## src/rtl/motor_pkg.sv

```systemverilog
// motor_pkg: mode encoding, channel state enum and default widths shared by motor_pwm_drive.
package motor_pkg;
    localparam int PWM_BITS_DEF = 8;
    localparam logic [1:0] MODE_COAST = 2'b00;
    localparam logic [1:0] MODE_FWD   = 2'b01;
    localparam logic [1:0] MODE_REV   = 2'b10;
    localparam logic [1:0] MODE_BRAKE = 2'b11;
    typedef enum logic [1:0] {IDLE, RUN, DEAD, BRAKE} ch_state_t;
endpackage

```

## src/rtl/motor_pwm_channel.sv

```systemverilog
// motor_pwm_channel: one H-bridge side - mode FSM, dead time, duty ramp, PWM shadow and pin decode.
// The soft duty ramp exists only when MOTOR_RAMP_EN is defined.
module motor_pwm_channel
    import motor_pkg::*;
#(
    parameter int PWM_BITS = PWM_BITS_DEF,
    parameter int DEADTIME = 100000
) (
    input  logic                clk,
    input  logic                rst,
    input  logic                i_cmd_stb,
    input  logic [1:0]          i_mode,
    input  logic [PWM_BITS-1:0] i_duty,
`ifdef MOTOR_RAMP_EN
    input  logic                i_ramp_tick,
`endif
    input  logic [PWM_BITS-1:0] i_pwm_cnt,
    input  logic                i_wrap,
    output logic [1:0]          o_in,
    output logic                o_en,
    output logic                o_dead,
    output logic                o_busy
);
    localparam int DT_W = DEADTIME > 1 ? $clog2(DEADTIME) : 1;

    ch_state_t           r_state, w_nxt;
    logic                r_dir, r_pend;
    logic [DT_W-1:0]     r_dead_cnt;
    logic [PWM_BITS-1:0] r_cur, r_tgt, r_shadow;
    logic                w_drive, w_rev, w_pend_now, w_expire;

    assign w_drive    = i_cmd_stb && (i_mode == MODE_FWD || i_mode == MODE_REV);
    assign w_rev      = i_mode == MODE_REV;
    assign w_pend_now = w_drive ? w_rev : r_pend;
    assign w_expire   = r_state == DEAD && r_dead_cnt == '0;

    always_ff @(posedge clk)
        if (rst) r_state <= IDLE;
        else r_state <= w_nxt;

    // Coast/brake override everything; drive commands during DEAD only retarget the pending run.
    always_comb
        w_nxt = (i_cmd_stb && i_mode == MODE_COAST) ? IDLE :
                (i_cmd_stb && i_mode == MODE_BRAKE) ? BRAKE :
                r_state == DEAD ? (w_expire ? RUN : DEAD) :
                !w_drive ? r_state :
                (r_state == RUN && w_rev != r_dir) ? DEAD : RUN;

    always_comb begin
        o_in   = r_state == RUN ? (r_dir ? 2'b10 : 2'b01) : r_state == BRAKE ? 2'b11 : 2'b00;
        o_en   = r_state == BRAKE || (r_state == RUN && i_pwm_cnt < r_shadow);
        o_dead = r_state == DEAD;
    end

    always_ff @(posedge clk) begin
        if (rst) begin
            r_dir      <= 1'b0;
            r_pend     <= 1'b0;
            r_dead_cnt <= '0;
            r_tgt      <= '0;
            r_shadow   <= '0;
        end else begin
            if (w_drive) begin
                r_pend <= w_rev;
                r_tgt  <= i_duty;
            end
            if (w_nxt == RUN && r_state != RUN) r_dir <= w_pend_now;
            if (w_nxt == DEAD && r_state != DEAD) r_dead_cnt <= DT_W'(DEADTIME - 1);
            else if (r_dead_cnt != '0) r_dead_cnt <= r_dead_cnt - 1'b1;
            // Cleared outside RUN so a fresh run never replays a stale duty before the next wrap.
            if (w_nxt != RUN) r_shadow <= '0;
            else if (i_wrap) r_shadow <= r_cur;
        end
    end

`ifdef MOTOR_RAMP_EN
    always_ff @(posedge clk)
        if (rst) r_cur <= '0;
        else if (i_cmd_stb) r_cur <= (r_state == RUN && w_nxt == RUN) ? r_cur : '0;
        else if (i_ramp_tick && r_state == RUN && r_cur != r_tgt)
            r_cur <= r_cur < r_tgt ? r_cur + 1'b1 : r_cur - 1'b1;

    assign o_busy = o_dead || (r_state == RUN && r_cur != r_tgt);
`else
    always_ff @(posedge clk)
        if (rst) r_cur <= '0;
        else r_cur <= w_nxt == RUN ? (w_drive ? i_duty : r_tgt) : '0;

    assign o_busy = o_dead;
`endif
endmodule

```

## src/rtl/motor_pwm_drive.sv

```systemverilog
// motor_pwm_drive: two-side L298-style H-bridge stage with command handshake, shared PWM timebase and dead time.
// Define MOTOR_RAMP_EN for the soft duty ramp; otherwise duty steps straight to target at the next period.
module motor_pwm_drive
    import motor_pkg::*;
#(
    parameter int PWM_BITS = PWM_BITS_DEF,
    parameter int PRESCALE = 16,
    parameter int RAMP_DIV = 39062,
    parameter int DEADTIME = 100000
) (
    input  logic                clk,
    input  logic                rst,
    input  logic                cmd_valid,
    output logic                cmd_ready,
    input  logic [1:0]          cmd_left,
    input  logic [1:0]          cmd_right,
    input  logic [PWM_BITS-1:0] cmd_duty,
    output logic [3:0]          motor_in,
    output logic [1:0]          motor_en,
    output logic                busy
);
    localparam int PRE_W = PRESCALE > 1 ? $clog2(PRESCALE) : 1;

    logic [PRE_W-1:0]    r_pre;
    logic [PWM_BITS-1:0] r_pwm_cnt, r_duty;
    logic [1:0]          r_left, r_right;
    logic                r_stb;
    logic                w_accept, w_pwm_tick, w_wrap;
    logic [1:0]          w_dead, w_busy;

    assign cmd_ready  = !rst && w_dead == 2'b00;
    assign w_accept   = cmd_valid && cmd_ready;
    assign w_pwm_tick = r_pre == PRE_W'(PRESCALE - 1);
    assign w_wrap     = w_pwm_tick && r_pwm_cnt == '1;
    assign busy       = |w_busy;

    always_ff @(posedge clk) begin
        if (rst) begin
            r_pre     <= '0;
            r_pwm_cnt <= '0;
            r_stb     <= 1'b0;
            r_left    <= MODE_COAST;
            r_right   <= MODE_COAST;
            r_duty    <= '0;
        end else begin
            r_pre <= w_pwm_tick ? '0 : r_pre + 1'b1;
            if (w_pwm_tick) r_pwm_cnt <= r_pwm_cnt + 1'b1;
            r_stb <= w_accept;
            if (w_accept) begin
                r_left  <= cmd_left;
                r_right <= cmd_right;
                r_duty  <= cmd_duty;
            end
        end
    end

`ifdef MOTOR_RAMP_EN
    localparam int RAMP_W = RAMP_DIV > 1 ? $clog2(RAMP_DIV) : 1;

    logic [RAMP_W-1:0] r_ramp_pre;
    logic              w_ramp_tick;

    // Free-running: commands never restart the ramp cadence.
    assign w_ramp_tick = r_ramp_pre == RAMP_W'(RAMP_DIV - 1);

    always_ff @(posedge clk)
        if (rst) r_ramp_pre <= '0;
        else r_ramp_pre <= w_ramp_tick ? '0 : r_ramp_pre + 1'b1;
`endif

    motor_pwm_channel #(.PWM_BITS(PWM_BITS), .DEADTIME(DEADTIME)) u_left (
        .clk        (clk),
        .rst        (rst),
        .i_cmd_stb  (r_stb),
        .i_mode     (r_left),
        .i_duty     (r_duty),
`ifdef MOTOR_RAMP_EN
        .i_ramp_tick(w_ramp_tick),
`endif
        .i_pwm_cnt  (r_pwm_cnt),
        .i_wrap     (w_wrap),
        .o_in       (motor_in[1:0]),
        .o_en       (motor_en[1]),
        .o_dead     (w_dead[0]),
        .o_busy     (w_busy[0])
    );

    motor_pwm_channel #(.PWM_BITS(PWM_BITS), .DEADTIME(DEADTIME)) u_right (
        .clk        (clk),
        .rst        (rst),
        .i_cmd_stb  (r_stb),
        .i_mode     (r_right),
        .i_duty     (r_duty),
`ifdef MOTOR_RAMP_EN
        .i_ramp_tick(w_ramp_tick),
`endif
        .i_pwm_cnt  (r_pwm_cnt),
        .i_wrap     (w_wrap),
        .o_in       (motor_in[3:2]),
        .o_en       (motor_en[0]),
        .o_dead     (w_dead[1]),
        .o_busy     (w_busy[1])
    );
endmodule

```

## config.mk

```make
export PLATFORM = sky130hd
export DESIGN_NAME = motor_pwm_drive
export DESIGN_NICKNAME = d
export VERILOG_FILES = /design/src/rtl/motor_pkg.sv /design/src/rtl/motor_pwm_channel.sv /design/src/rtl/motor_pwm_drive.sv
export SDC_FILE = /design/constraint.sdc
export NUM_CORES = 1
export LEC_CHECK = 0
export BUFFER_PORTS_ARGS = -buffer_cell sky130_fd_sc_hd__buf_2
export CORE_UTILIZATION = 45
export CTS_BUF_LIST = sky130_fd_sc_hd__clkbuf_8
export DETAILED_ROUTE_END_ITERATION = 10
export HOLD_SLACK_MARGIN = 0.05
export PLACE_DENSITY = 0.65
export SYNTH_ARGS = -nofsm -noshare
export SYNTH_HDL_FRONTEND = slang
export SYNTH_SLANG_ARGS = --single-unit
```

## constraint.sdc

```tcl
create_clock -name clk -period 7.7 [get_ports clk]
set_input_delay 0 -clock clk [delete_from_list [all_inputs] [get_ports clk]]
set_output_delay 0 -clock clk [all_outputs]
set_load 0.005 [all_outputs]
```

==> reports/metrics.csv <==
stage,metric,value,unit
power_and_ir_drop,ir_worst_vdd,0.000193,V
yosys,synth_edf_count,0,
yosys,postSynth.asyncResetShare,0,%
route,postRouteAntennaNets,0,
floorplan,die_h,108,um
yosys,seq_area_frac_synth,45.1,%
timing,hold_viol_final,0,
clock_tree,clk_path_buf_depth,2,
timing,period_share,38.7,%
clock_tree,clkTransAtPathRegs,80,ps
floorplan,core,0.0109,sq mm
critical_path,cp_top_family,simple AND/OR/NAND/NOR gates,
timing,skew,15.3,ps
global_route,met1_usage,23.9,%
finish,layout-area-overhead-vs-synth,14.3,%
clock_tree,cts_setup_buffers,0,
critical_path,crit_path_cell_trace,inv_1 > ha_1 > or4b_2 > or4_1 > a211oi_4 > nand4_1 > mux2_1,
critical_path,cp.arrival,3300,ps
finish,final_area,0.00583,sq mm
critical_path,worst-path-buf-inv,1,
global_route,grt_pass1_wl,16.9,mm
timing,tns,0,ps
placement,port_buffers,22,
yosys,synth_ff_type,dfxtp_1,
route,drt_iter0_drc,187,
global_route,met3_usage,5.79,%
power_and_ir_drop,p_leak,2.48,nW
finish,final_cell_mix,"dfxtp_1, nor2_1, nand2_1, mux2i_1, inv_1",
floorplan,io_pins,23,
finish,num_antenna_cells,0,
placement,placed_area,0.00529,sq mm
timing,fin_crit,2980,ps
power_and_ir_drop,power,1.86,mW
floorplan,start_util,46.7,%
critical_path,cp_max_fo,18,
timing,finalSetupViolations,0,
timing,slew_violations,0,
critical_path,cpMaxStageDelayCell,or4_1,
clock_tree,cts_root_buf,clkbuf_8,
yosys,synth_nets,605,
clock_tree,cts_made_buffers,17,
floorplan,die_w,108,um
floorplan,die_area,0.0118,sq mm
clock_tree,htree_levels,4,
clock_tree,clock_latency,440,ps
floorplan,num_rows,38,
yosys,ys_types,50,
finish,final_common_cell,dfxtp_1,
status,status,"finished, final reports clean",
critical_path,crit_required,8020,ps
placement,hpwl,7.10,mm
timing,max_slew_margin,28.7,%
timing,rsz0062_at_grt,no,
route,drc,0,
global_route,grt_pass1_vias,3636,
clock_tree,cts_sinks,115,
route,routed_wirelength,10.3,mm
critical_path,cp-start-kind,register,
finish,nets,633,
route,wire_per_inst,13.8,um
global_route,grt_antenna_before_repair,0,
critical_path,cp-end-kind,register,
yosys,avgSynthCellArea,9.05,sq um
critical_path,path_class,reg -> reg,
route,drtPass1Iterations,4,
clock_tree,cts_tree,yes,
power_and_ir_drop,power_density,318,mW/mm^2
global_route,grt_usage,18.8,%
finish,final_layout_size_suffix_gt1_share,10.9,%
yosys,synth.cell_area,0.00510,sq mm
route,avgViaCountPerCell,5.29,
global_route,grt_max_degree,76,
critical_path,critPathMaxStageDelay,740,ps
global_route,top_usage_layer,met2,
flow_run,cap_violations,0,
placement,gp_congestion,0.850,
finish,fill_cells,1024,
timing,hold-worst-slack,221,ps
timing,worst_pin_slew,1070,ps
yosys,yosys_register_bits,115,
timing,max_freq,335,MHz
yosys,syn_inst,564,
global_route,grt_remaining_overflow,0,
hold_path,worstHoldPathType,in -> reg,
yosys,synth_warnings,0,
global_route,global_route.usage.met2,30.3,%
route,vias,3940,
## registers in the layout (all words and copies together) (netlist names), 2 cells and up
register	count
u_left.r_shadow	8
u_right.r_tgt	8
u_right.r_shadow	8
u_left.r_cur	8
r_left	2
u_right.r_dead_cnt	17
r_pre	4
u_right.r_state	2
r_duty	8
r_pwm_cnt	8
u_left.r_tgt	8
u_right.r_cur	8
r_right	2
u_left.r_dead_cnt	17
u_left.r_state	2
## worst register-to-register path, cell delays in order (launching register included)
cell      delay [ps]
dfxtp_1          350
inv_1             90
ha_1             160
or4b_2           570
or4_1            740
a211oi_4         480
nand4_1          150
mux2_1           330
## per-layer routing
metal | part of all wire (%) | vias up
met4 | 0.64 | 0
met3 | 3.7 | 8
met1 | 49 | 1836
li1 | - | 2026
met2 | 46 | 70
met5 | 0 | -
## timing repair
item	CTS	global route
hold buffers	12	0
gates resized for setup	0	0
setup endpoints to repair	0	0
hold endpoints to repair	12	0
## logic make-up after synthesis
group	synth area share, %
buf+inv	4.17
simple gates	20.9
xor+xnor	4.63
compound gates	11.3
flops	45.1
fa+ha+maj	6.38
mux	7.55
## Yosys cell counts (3+ instances only)
master,count,area [sq um]
nand3_1,16,80.1
o2111ai_1,3,26.3
and3_1,4,25.0
a21oi_1,22,110
or2_2,3,18.8
mux2i_1,34,340
nand4b_1,6,52.6
inv_1,27,101
mux2_2,3,33.8
dfxtp_1,115,2300
a21boi_0,3,22.5
nand4_1,9,56.3
a31oi_1,4,25.0
xor2_1,22,193
or3_1,8,50.1
nand2_1,44,165
a21o_1,6,45.0
o211ai_1,7,52.6
nor4_1,4,25.0
ha_1,26,325
nor2_1,68,255
o21ai_0,23,115
clkbuf_1,20,75.1
and2_1,3,18.8
nand2b_1,5,31.3
or4_1,9,67.6
nor2b_1,4,25.0
xnor2_1,5,43.8
o31ai_1,5,37.5
nor3_1,24,120
a211oi_1,6,45.0
## layout make-up
type	instances	area (sq um)	area share (%)
Clock buffer	18	248	4.25
Clock inverter	14	179	3.07
Inverter	28	105	1.80
Multi-Input combinational cell	395	2590	44.3
Sequential cell	115	2300	39.5
Tap cell	140	175	3.00
Timing Repair Buffer	35	238	4.07
## final timing paths
kind / slack [ps] / cells after the start / start / endpoint
min: 220 / 3 / rst / u_left.r_dead_cnt[1]$_SDFFE_PP0P_
max: 4720 / 7 / u_right.r_dead_cnt[0]$_SDFFE_PP0P_ / u_right.r_dir$_SDFFE_PP0P_
min reg2reg: 470 / 2 / u_left.r_cur[4]$_SDFF_PP0_ / u_left.r_shadow[4]$_SDFFE_PP0P_
max reg2reg: 4720 / 7 / u_right.r_dead_cnt[0]$_SDFFE_PP0P_ / u_right.r_dir$_SDFFE_PP0P_
## report_power, final
group          switching [mW]  internal, mW  total (mW)
clock network           0.256         0.332       0.587
logic                   0.301         0.214       0.515
registers              0.0744         0.678       0.753
total                   0.631          1.22        1.86
## through the flow
| step | cells | util, % | worst slack, ps |
|---|---|---|---|
| detailed placement | 701 | 48.4 | 4740 |
| finish | 745 | 53.4 | 4720 |
| floorplan | 564 | - | 5120 |
| global route | 745 | 53.4 | 4580 |
| CTS | 745 | 53.4 | 4720 |
| global placement | 701 | 48.4 | 4790 |
(Power assumes the default switching activity.)
